<file path="config.mk">
export PLATFORM = sky130hd
export DESIGN_NAME = muldiv_sequencer
export DESIGN_NICKNAME = d
export VERILOG_FILES = /design/src/rtl/muldiv_sequencer.sv
export SDC_FILE = /design/constraint.sdc
export NUM_CORES = 1
export LEC_CHECK = 0
export CAP_MARGIN = 20
export CORE_MARGIN = 8
export CORE_UTILIZATION = 61
export CTS_BUF_LIST = sky130_fd_sc_hd__clkbuf_4
export DETAILED_ROUTE_END_ITERATION = 6
export PLACE_DENSITY = 0.93
export SLEW_MARGIN = 15
export SYNTH_ARGS = -nofsm -noshare
export SYNTH_HDL_FRONTEND = slang
export SYNTH_SLANG_ARGS = --single-unit
</file>
<file path="constraint.sdc">
create_clock -name clk -period 6.85 [get_ports clk]
set_input_delay 1.37 -clock clk [delete_from_list [all_inputs] [get_ports clk]]
set_output_delay 1.37 -clock clk [all_outputs]
set_load 0.1 [all_outputs]
</file>
<file path="src/rtl/muldiv_sequencer.sv">
// rtl/muldiv_sequencer.sv - RV32M multiply/divide sequencer (shift-add multiply, restoring divide)
//
// Ports:
//   clk     : clock, all state updates on rising edge
//   rst     : synchronous active-high reset
//   start   : begin an operation (sampled only when idle)
//   funct3  : RV32M operation select (MUL..REMU)
//   rs1     : operand A (multiplicand / dividend)
//   rs2     : operand B (multiplier / divisor)
//   busy    : high whenever not idle
//   done    : one-cycle pulse, result valid in that cycle
//   result  : final value, held until the next accepted start
//   stall   : pipeline hold request, (start & idle) | (busy & ~done)

module muldiv_sequencer #(
    parameter int XLEN = 32
) (
    input  logic            clk,
    input  logic            rst,
    input  logic            start,
    input  logic [2:0]      funct3,
    input  logic [XLEN-1:0] rs1,
    input  logic [XLEN-1:0] rs2,
    output logic            busy,
    output logic            done,
    output logic [XLEN-1:0] result,
    output logic            stall
);

    typedef enum logic [2:0] {
        S_IDLE = 3'd0,
        S_MUL  = 3'd1,
        S_DIV  = 3'd2,
        S_FIX  = 3'd3,
        S_DONE = 3'd4
    } state_t;

    state_t            state;
    logic [5:0]        cnt;
    logic [2:0]        f3_q;
    logic              neg_a_q;
    logic              neg_b_q;
    // Multiply: prod = {partial high, remaining multiplier bits}.
    // Divide:   prod = {partial remainder, dividend bits shifting into quotient}.
    logic [2*XLEN-1:0] prod;
    // Multiplicand magnitude for multiply, divisor magnitude for divide.
    logic [XLEN-1:0]   opnd;

    // Operand decode on the raw request (used only at accept).
    logic              signed_a;
    logic              signed_b;
    logic              neg_a;
    logic              neg_b;
    logic [XLEN-1:0]   abs_a;
    logic [XLEN-1:0]   abs_b;
    logic              div_zero;
    logic              div_ovf;
    logic [XLEN-1:0]   bypass_val;

    // Unsigned forms are MULHU (011), DIVU (101) and REMU (111); MULHSU keeps rs1 signed only.
    assign signed_a   = !(funct3[0] && (funct3[1] || funct3[2]));
    assign signed_b   = signed_a && (funct3 != 3'b010);
    assign neg_a      = signed_a && rs1[XLEN-1];
    assign neg_b      = signed_b && rs2[XLEN-1];
    assign abs_a      = neg_a ? (~rs1 + 1'b1) : rs1;
    assign abs_b      = neg_b ? (~rs2 + 1'b1) : rs2;
    assign div_zero   = funct3[2] && (rs2 == '0);
    assign div_ovf    = funct3[2] && !funct3[0] &&
                        (rs1 == {1'b1, {(XLEN-1){1'b0}}}) && (rs2 == '1);
    // funct3[1] separates REM/REMU from DIV/DIVU.
    assign bypass_val = div_zero ? (funct3[1] ? rs1 : '1)
                                 : (funct3[1] ? '0  : {1'b1, {(XLEN-1){1'b0}}});

    // One iteration step of each algorithm.
    logic [XLEN:0]     mul_sum;
    logic [XLEN:0]     div_trial;

    assign mul_sum   = {1'b0, prod[2*XLEN-1:XLEN]} + (prod[0] ? {1'b0, opnd} : '0);
    // Shift next dividend bit into the remainder and try subtracting the divisor;
    // bit XLEN set means the trial went negative and the remainder is restored.
    assign div_trial = {prod[2*XLEN-1:XLEN], prod[XLEN-1]} - {1'b0, opnd};

    // Sign correction and word select for the FIX cycle.
    logic [2*XLEN-1:0] prod_fix;
    logic [XLEN-1:0]   quo_fix;
    logic [XLEN-1:0]   rem_fix;
    logic [XLEN-1:0]   fix_val;

    assign prod_fix = (neg_a_q ^ neg_b_q) ? (~prod + 1'b1) : prod;
    assign quo_fix  = (neg_a_q ^ neg_b_q) ? (~prod[XLEN-1:0] + 1'b1) : prod[XLEN-1:0];
    assign rem_fix  = neg_a_q ? (~prod[2*XLEN-1:XLEN] + 1'b1) : prod[2*XLEN-1:XLEN];

    always_comb begin
        fix_val = '0;
        case (f3_q)
            3'b000:                 fix_val = prod_fix[XLEN-1:0];
            3'b001, 3'b010, 3'b011: fix_val = prod_fix[2*XLEN-1:XLEN];
            3'b100, 3'b101:         fix_val = quo_fix;
            default:                fix_val = rem_fix;
        endcase
    end

    assign stall = (start && (state == S_IDLE)) || (busy && !done);

    always_ff @(posedge clk) begin
        if (rst) begin
            state   <= S_IDLE;
            cnt     <= '0;
            f3_q    <= '0;
            neg_a_q <= 1'b0;
            neg_b_q <= 1'b0;
            prod    <= '0;
            opnd    <= '0;
            busy    <= 1'b0;
            done    <= 1'b0;
            result  <= '0;
        end else begin
            done <= 1'b0;
            case (state)
                S_IDLE: begin
                    if (start) begin
                        f3_q    <= funct3;
                        neg_a_q <= neg_a;
                        neg_b_q <= neg_b;
                        cnt     <= '0;
                        busy    <= 1'b1;
                        if (funct3[2]) begin
                            prod <= {{XLEN{1'b0}}, abs_a};
                            opnd <= abs_b;
                        end else begin
                            prod <= {{XLEN{1'b0}}, abs_b};
                            opnd <= abs_a;
                        end
                        if (div_zero || div_ovf) begin
                            result <= bypass_val;
                            done   <= 1'b1;
                            state  <= S_DONE;
                        end else if (funct3[2]) begin
                            state  <= S_DIV;
                        end else begin
                            state  <= S_MUL;
                        end
                    end
                end
                S_MUL: begin
                    // Add multiplicand when the current multiplier LSB is set, then shift right.
                    prod <= {mul_sum, prod[XLEN-1:1]};
                    cnt  <= cnt + 6'd1;
                    if (cnt == 6'(XLEN - 1)) begin
                        state <= S_FIX;
                    end
                end
                S_DIV: begin
                    if (!div_trial[XLEN]) begin
                        prod <= {div_trial[XLEN-1:0], prod[XLEN-2:0], 1'b1};
                    end else begin
                        prod <= {prod[2*XLEN-2:0], 1'b0};
                    end
                    cnt <= cnt + 6'd1;
                    if (cnt == 6'(XLEN - 1)) begin
                        state <= S_FIX;
                    end
                end
                S_FIX: begin
                    result <= fix_val;
                    done   <= 1'b1;
                    state  <= S_DONE;
                end
                S_DONE: begin
                    busy  <= 1'b0;
                    state <= S_IDLE;
                end
                default: begin
                    busy  <= 1'b0;
                    state <= S_IDLE;
                end
            endcase
        end
    end

endmodule

</file>
Word level (Yosys, flattened, before mapping). Cells that the tools add are included.

Flip-flop bits (word level): 144. Output and inout port bits: 35. Word-level logic and storage cells: 102.

Add/sub/neg operators: 8. Equal/unequal tests: 15. Mux-type cells: 30. Bitwise gates (word level): 7. Reductions and logical operators: 32.

Operators by type and width (number): 2-to-1 mux 32 bit (12); 2-to-1 mux 64 bit (3); case mux 64 bit (3 select lines) (1); adder 32 x 1 -> 32 bit, second input constant (4); NOT 32 bit (4); case mux 32 bit (3 select lines) (1); adder 64 x 1 -> 64 bit, second input constant (1); == test 32 bit, second input constant (2); NOT 64 bit (1); case mux 32 bit (2 select lines) (1); adder 32 x 32 -> 33 bit (1); subtractor 33 x 32 -> 33 bit (1); logical NOT 32 bit (1); == test 3 x 2 -> 1 bit, second input constant (4); case mux 6 bit (2 select lines) (1); logical AND 1 bit (10); AND reduction 2 bit (5); 2-to-1 mux 3 bit (3); case mux 3 bit (3 select lines) (1); adder 6 x 1 -> 6 bit, second input constant (1); == test 3 x 1 -> 1 bit, second input constant (2); == test 3 bit, second input constant (2); == test 6 x 5 -> 1 bit, second input constant (1); logical NOT 3 bit (2); other kinds (16) (27).

Logic depth before layout (Yosys ltp).
Depth after elaboration: 9. Mapped depth: 14. Gate-level depth less buffers: 12.

Worst setup path before layout. Ideal clock, no wire load.

Kind: register -> output. From: reg busy. To: out stall. Data arrival time: 3.213 ns. Setup slack: 2.267 ns. Cell stages (with the launch flop): 3. Buffers on the path: 0. Path through: dfxtp_1 inv_1 o21ai_0.

Word-level cells in the longest chain between the ends: 2.

Ends and longest elaborated chain: start, declared (line 24) `output logic busy,`; start signal, assigned (line 114) `busy <= 1'b0;`; start signal, assigned (line 126) `busy <= 1'b1;`; start signal, assigned (line 170) `busy <= 1'b0;`; logical AND 1 bit (line 103) `assign stall = (start && (state == S_IDLE)) || (busy && !done);`; logical OR 1 bit (line 103); end, declared (line 27) `output logic stall`.

Every way passes these cells.

Final worst setup path.
From: in start. To: out stall.

Word-level cells in the longest chain between the ends: 2.

Ends and longest elaborated chain: start, declared (line 20) `input logic start,`; logical AND 1 bit (line 103); logical OR 1 bit (line 103).

Every way passes these cells.

==> reports/summary.md <==
• result of the run: complete, but fails checks
• violations in the final reports: design-rule violations
• global-route wire length before repair: 88700 µm
• kind of cell adding the most delay to the critical path: buffers and inverters
• part of the power in combinational logic: 48.9%
• number of stages on the worst hold path: 2
• number of setup buffers added after CTS: 0
• post-cts sizing count: 0
• root buffer cell: sky130_fd_sc_hd__clkbuf_4
• CTS Hold Buffers Added: 0
• flops & latches, synth: 144
• via count of the first global-routing pass: 15200
• maximum count of clock buffers along a single path: 2
• Crit. End Element: output pin
• slew at the pin closest to its max-slew limit: 1150 ps
• Primary FF master, synth: sky130_fd_sc_hd__dfxtp_1
• post-synthesis cell area: 14500 µm²
• TritonCTS clock tree: built
• overflow left after global routing: 0
• die area: 28900 µm²
• distinct cell type count of the synthesized netlist: 73
• most frequent cell on the critical path: sky130_fd_sc_hd__clkdlybuf4s50_1
• Setup crit start kind: input pin
• setup tns final: 0 ps
• routed vias: 16700
• Port Buffers: 104
• Setup Viol. Count Final: 0
• PD cells: 197 nW/µm²
• max-cap violations: 0
• worst reg2reg path endpoint: prod[49]
• met2 capacity usage during global routing: 55.9%
• worst relative slew slack: 22.8%
• power share of the clock group: 18.3%
• setup ws final: 1360 ps
• Area Growth Syn to Fin: 9.36%
• # placed instances: 2314
• count of endpoints failing hold in the final timing report: 0
• average cell area after synthesis: 7.16 µm²
• total nets after synthesis: 2163
• slowest stage cell on the critical path: sky130_fd_sc_hd__clkdlybuf4s50_1
• per-cell via count in the routed design: 7.11
• Die Span X: 170 µm
• Critical path buffers and inverters: 2
• final worst-path cycle share: 80.2%
• Yosys Warn Count: 0
• share of final-layout standard cells stronger than drive strength 1: 5.57%
• worst IR drop on VDD: 165 µV
• worst-skew pair later-pin latency: 590 ps
• end point of the most critical hold path: result[30]
• sequential element share of the synthesized area: 19.9%
• cells along the critical path: clkdlybuf4s50_1, nand2_1, or2_2, o21ai_0, clkdlybuf4s50_1
• non-filler cells in the finished layout: 2349
• Site Rows: 56
• final worst path period need: 5490 ps
• type of the worst setup path: input pin to output pin
• largest net degree at the start of global routing: 86
• highest fanout seen on the critical path: 40
• minimum setup slack among reg-to-reg paths: 1950 ps
• Die Y-Extent: 170 µm
• number of top-level pins: 105
• layout filler cell count: 2097
• depth of the CTS H-tree: 4
• TritonRoute pass-1 iters: 7
• total half-perimeter wirelength after legalization and detailed placement: 44300 µm
• overall power consumption: 3120 µW
• starting utilization of the core area: 61.8%
• routed wirelength normalized by instance count: 24.9 µm
• routability-driven placement congestion ratio: 1.05
• fraction of registers with async set or reset after synthesis: 0%
• fraction of met3 tracks used by global routing: 10.8%
• min-delay src: result[30]
• switching portion of total power: 47.7%
• DRC Markers: 10
• count of flip-flops with a built-in enable after synthesis: 0
• final antenna-violating net count: 0
• P_leak: 0.00606 µW
• part of the power in registers: 32.8%
• global routing's busiest layer: met2
• Final nets: 2158
• overall routed net length: 58600 µm
• CP Data Required Time: 5480 ps
• gate count after technology mapping: 2021
• antenna violations before repair: 1
• r2r startpoint: prod[32]
• unrepaired setup endpoints after global routing: no
• worst min-delay path class: flip-flop to flip-flop
• delay of the slowest critical-path stage: 1170 ps
• area of the core: 23400 µm²
• Inserted Clock Buffers: 17
• design internal power: 1630 µW
• detailed router's first-iteration violation count: 3098
• setup slack at placement: 1350 ps
• Post-Route Skew: 31.2 ps
• Fmax: 182 MHz
• count of final max-slew check failures: 0
• met1 track demand over resource in global routing: 53.0%
• CP Data Arrival Time: 4120 ps
• cell count of the worst reg-to-reg path: 12
• GR Util All Layers: 39.3%
• clock tree sinks: 144
• Switching Power: 1490 µW
• Clk pin slew, worst setup/hold paths: 160 ps
-- per-layer routing --
| metal | vias to the layer above | wire length [µm] |
|---|---|---|
| met5 | - | 0 |
| met4 | 0 | 3730 |
| met3 | 233 | 8470 |
| met2 | 1313 | 23500 |
| met1 | 7712 | 22900 |
| li1 | 7447 | - |
-- worst max path at each step --
| stage | from | end | depth (start not counted) |
|---|---|---|---|
| 2_1_floorplan | busy | stall | 2 |
| 3_3_place_gp | start | stall | 5 |
| 3_5_place_dp | start | stall | 5 |
| 4_1_cts | start | stall | 5 |
| 5_1_grt | start | stall | 5 |
| 6_report | start | stall | 5 |
-- stage by stage --
stage	cell area, µm²	util [%]	hold WS (ps)
detailed placement	15500	66.3	439
floorplan	14500	-	432
CTS	15800	67.5	463
global route	15800	67.6	485
global placement	15500	66.3	433
finish	15800	67.6	462
-- cells in the mapped netlist (all sizes together), types with 29 or more instances --
| library cell | number | share of area, % |
|---|---|---|
| a221oi | 33 | 2.1 |
| xor2 | 81 | 4.9 |
| nand2 | 205 | 5.3 |
| nor2 | 221 | 5.8 |
| xnor2 | 113 | 6.8 |
| o211ai | 29 | 1.5 |
| o31ai | 33 | 1.7 |
| ha | 70 | 6.1 |
| inv | 68 | 1.8 |
| a21o | 33 | 1.7 |
| a211oi | 42 | 2.2 |
| clkbuf | 130 | 3.4 |
| o21ai | 141 | 4.9 |
| a21oi | 170 | 5.9 |
| nor3 | 53 | 1.9 |
| dfxtp | 144 | 20 |
-- cell usage in the layout (no fill, tap or decap), types with 23 or more instances in the layout --
master,n
sky130_fd_sc_hd__a31oi_1,28
sky130_fd_sc_hd__o31ai_1,32
sky130_fd_sc_hd__a21o_1,33
sky130_fd_sc_hd__dfxtp_1,144
sky130_fd_sc_hd__nor3_1,52
sky130_fd_sc_hd__a211oi_1,42
sky130_fd_sc_hd__a21oi_1,170
sky130_fd_sc_hd__a221oi_1,31
sky130_fd_sc_hd__nand4_1,27
sky130_fd_sc_hd__o21ai_0,135
sky130_fd_sc_hd__ha_1,70
sky130_fd_sc_hd__buf_4,24
sky130_fd_sc_hd__o22ai_1,23
sky130_fd_sc_hd__o211ai_1,29
sky130_fd_sc_hd__nand2_1,205
sky130_fd_sc_hd__inv_1,67
sky130_fd_sc_hd__nor2_1,216
sky130_fd_sc_hd__clkdlybuf4s50_1,102
sky130_fd_sc_hd__xnor2_1,111
sky130_fd_sc_hd__xor2_1,80
-- worst reg2reg max path, stage by stage (launching register included) --
cell,delay [ps]
sky130_fd_sc_hd__dfxtp_1,630
sky130_fd_sc_hd__inv_1,190
sky130_fd_sc_hd__fa_1,490
sky130_fd_sc_hd__nand2b_1,200
sky130_fd_sc_hd__a21oi_1,300
sky130_fd_sc_hd__o21bai_1,190
sky130_fd_sc_hd__o211ai_1,530
sky130_fd_sc_hd__a31oi_1,270
sky130_fd_sc_hd__xnor2_2,740
sky130_fd_sc_hd__buf_4,470
sky130_fd_sc_hd__mux2_2,430
sky130_fd_sc_hd__a222oi_1,310
sky130_fd_sc_hd__nor2_1,60
-- state kept, by name (all words and copies together) (netlist names) --
name / flops
busy: 1
opnd: 32
state: 3
cnt: 6
prod: 64
result: 32
neg_b_q: 1
neg_a_q: 1
done: 1
f3_q: 3
-- cell families (layout without fill, tap and decap cells) --
logic type	count (synthesis)	in the layout	share of synthesized area, %
AND/OR/NAND/NOR	663	663	21.4
buffers and inverters	220	228	5.96
other	0	1	0
flip-flops	144	144	19.9
AO/OA/AOI/OAI	685	685	31.5
adder cells (fa/ha/maj)	72	72	6.33
XOR/XNOR	194	194	11.7
multiplexers	43	43	3.17
-- area by class of cell --
cell class	count	area, µm²	area share (%)
tap	319	399	2.52
clock buffer	17	128	0.807
clock inverter	15	144	0.909
multi-input combinational	1657	10800	68.1
timing repair buffer	128	1230	7.80
sequential	144	2880	18.2
inverter	68	255	1.61
antenna	1	2.50	0.0158
-- power by group through the flow --
stage | logic, µW | registers (µW) | clock network [µW]
2_1_floorplan | 1060 | 994 | 0
3_3_place_gp | 1430 | 1020 | 0
3_5_place_dp | 1450 | 1030 | 0
4_1_cts | 1460 | 1010 | 567
5_1_grt | 1620 | 1020 | 600
6_report | 1520 | 1020 | 571
Power figures use the tool's default switching activity.
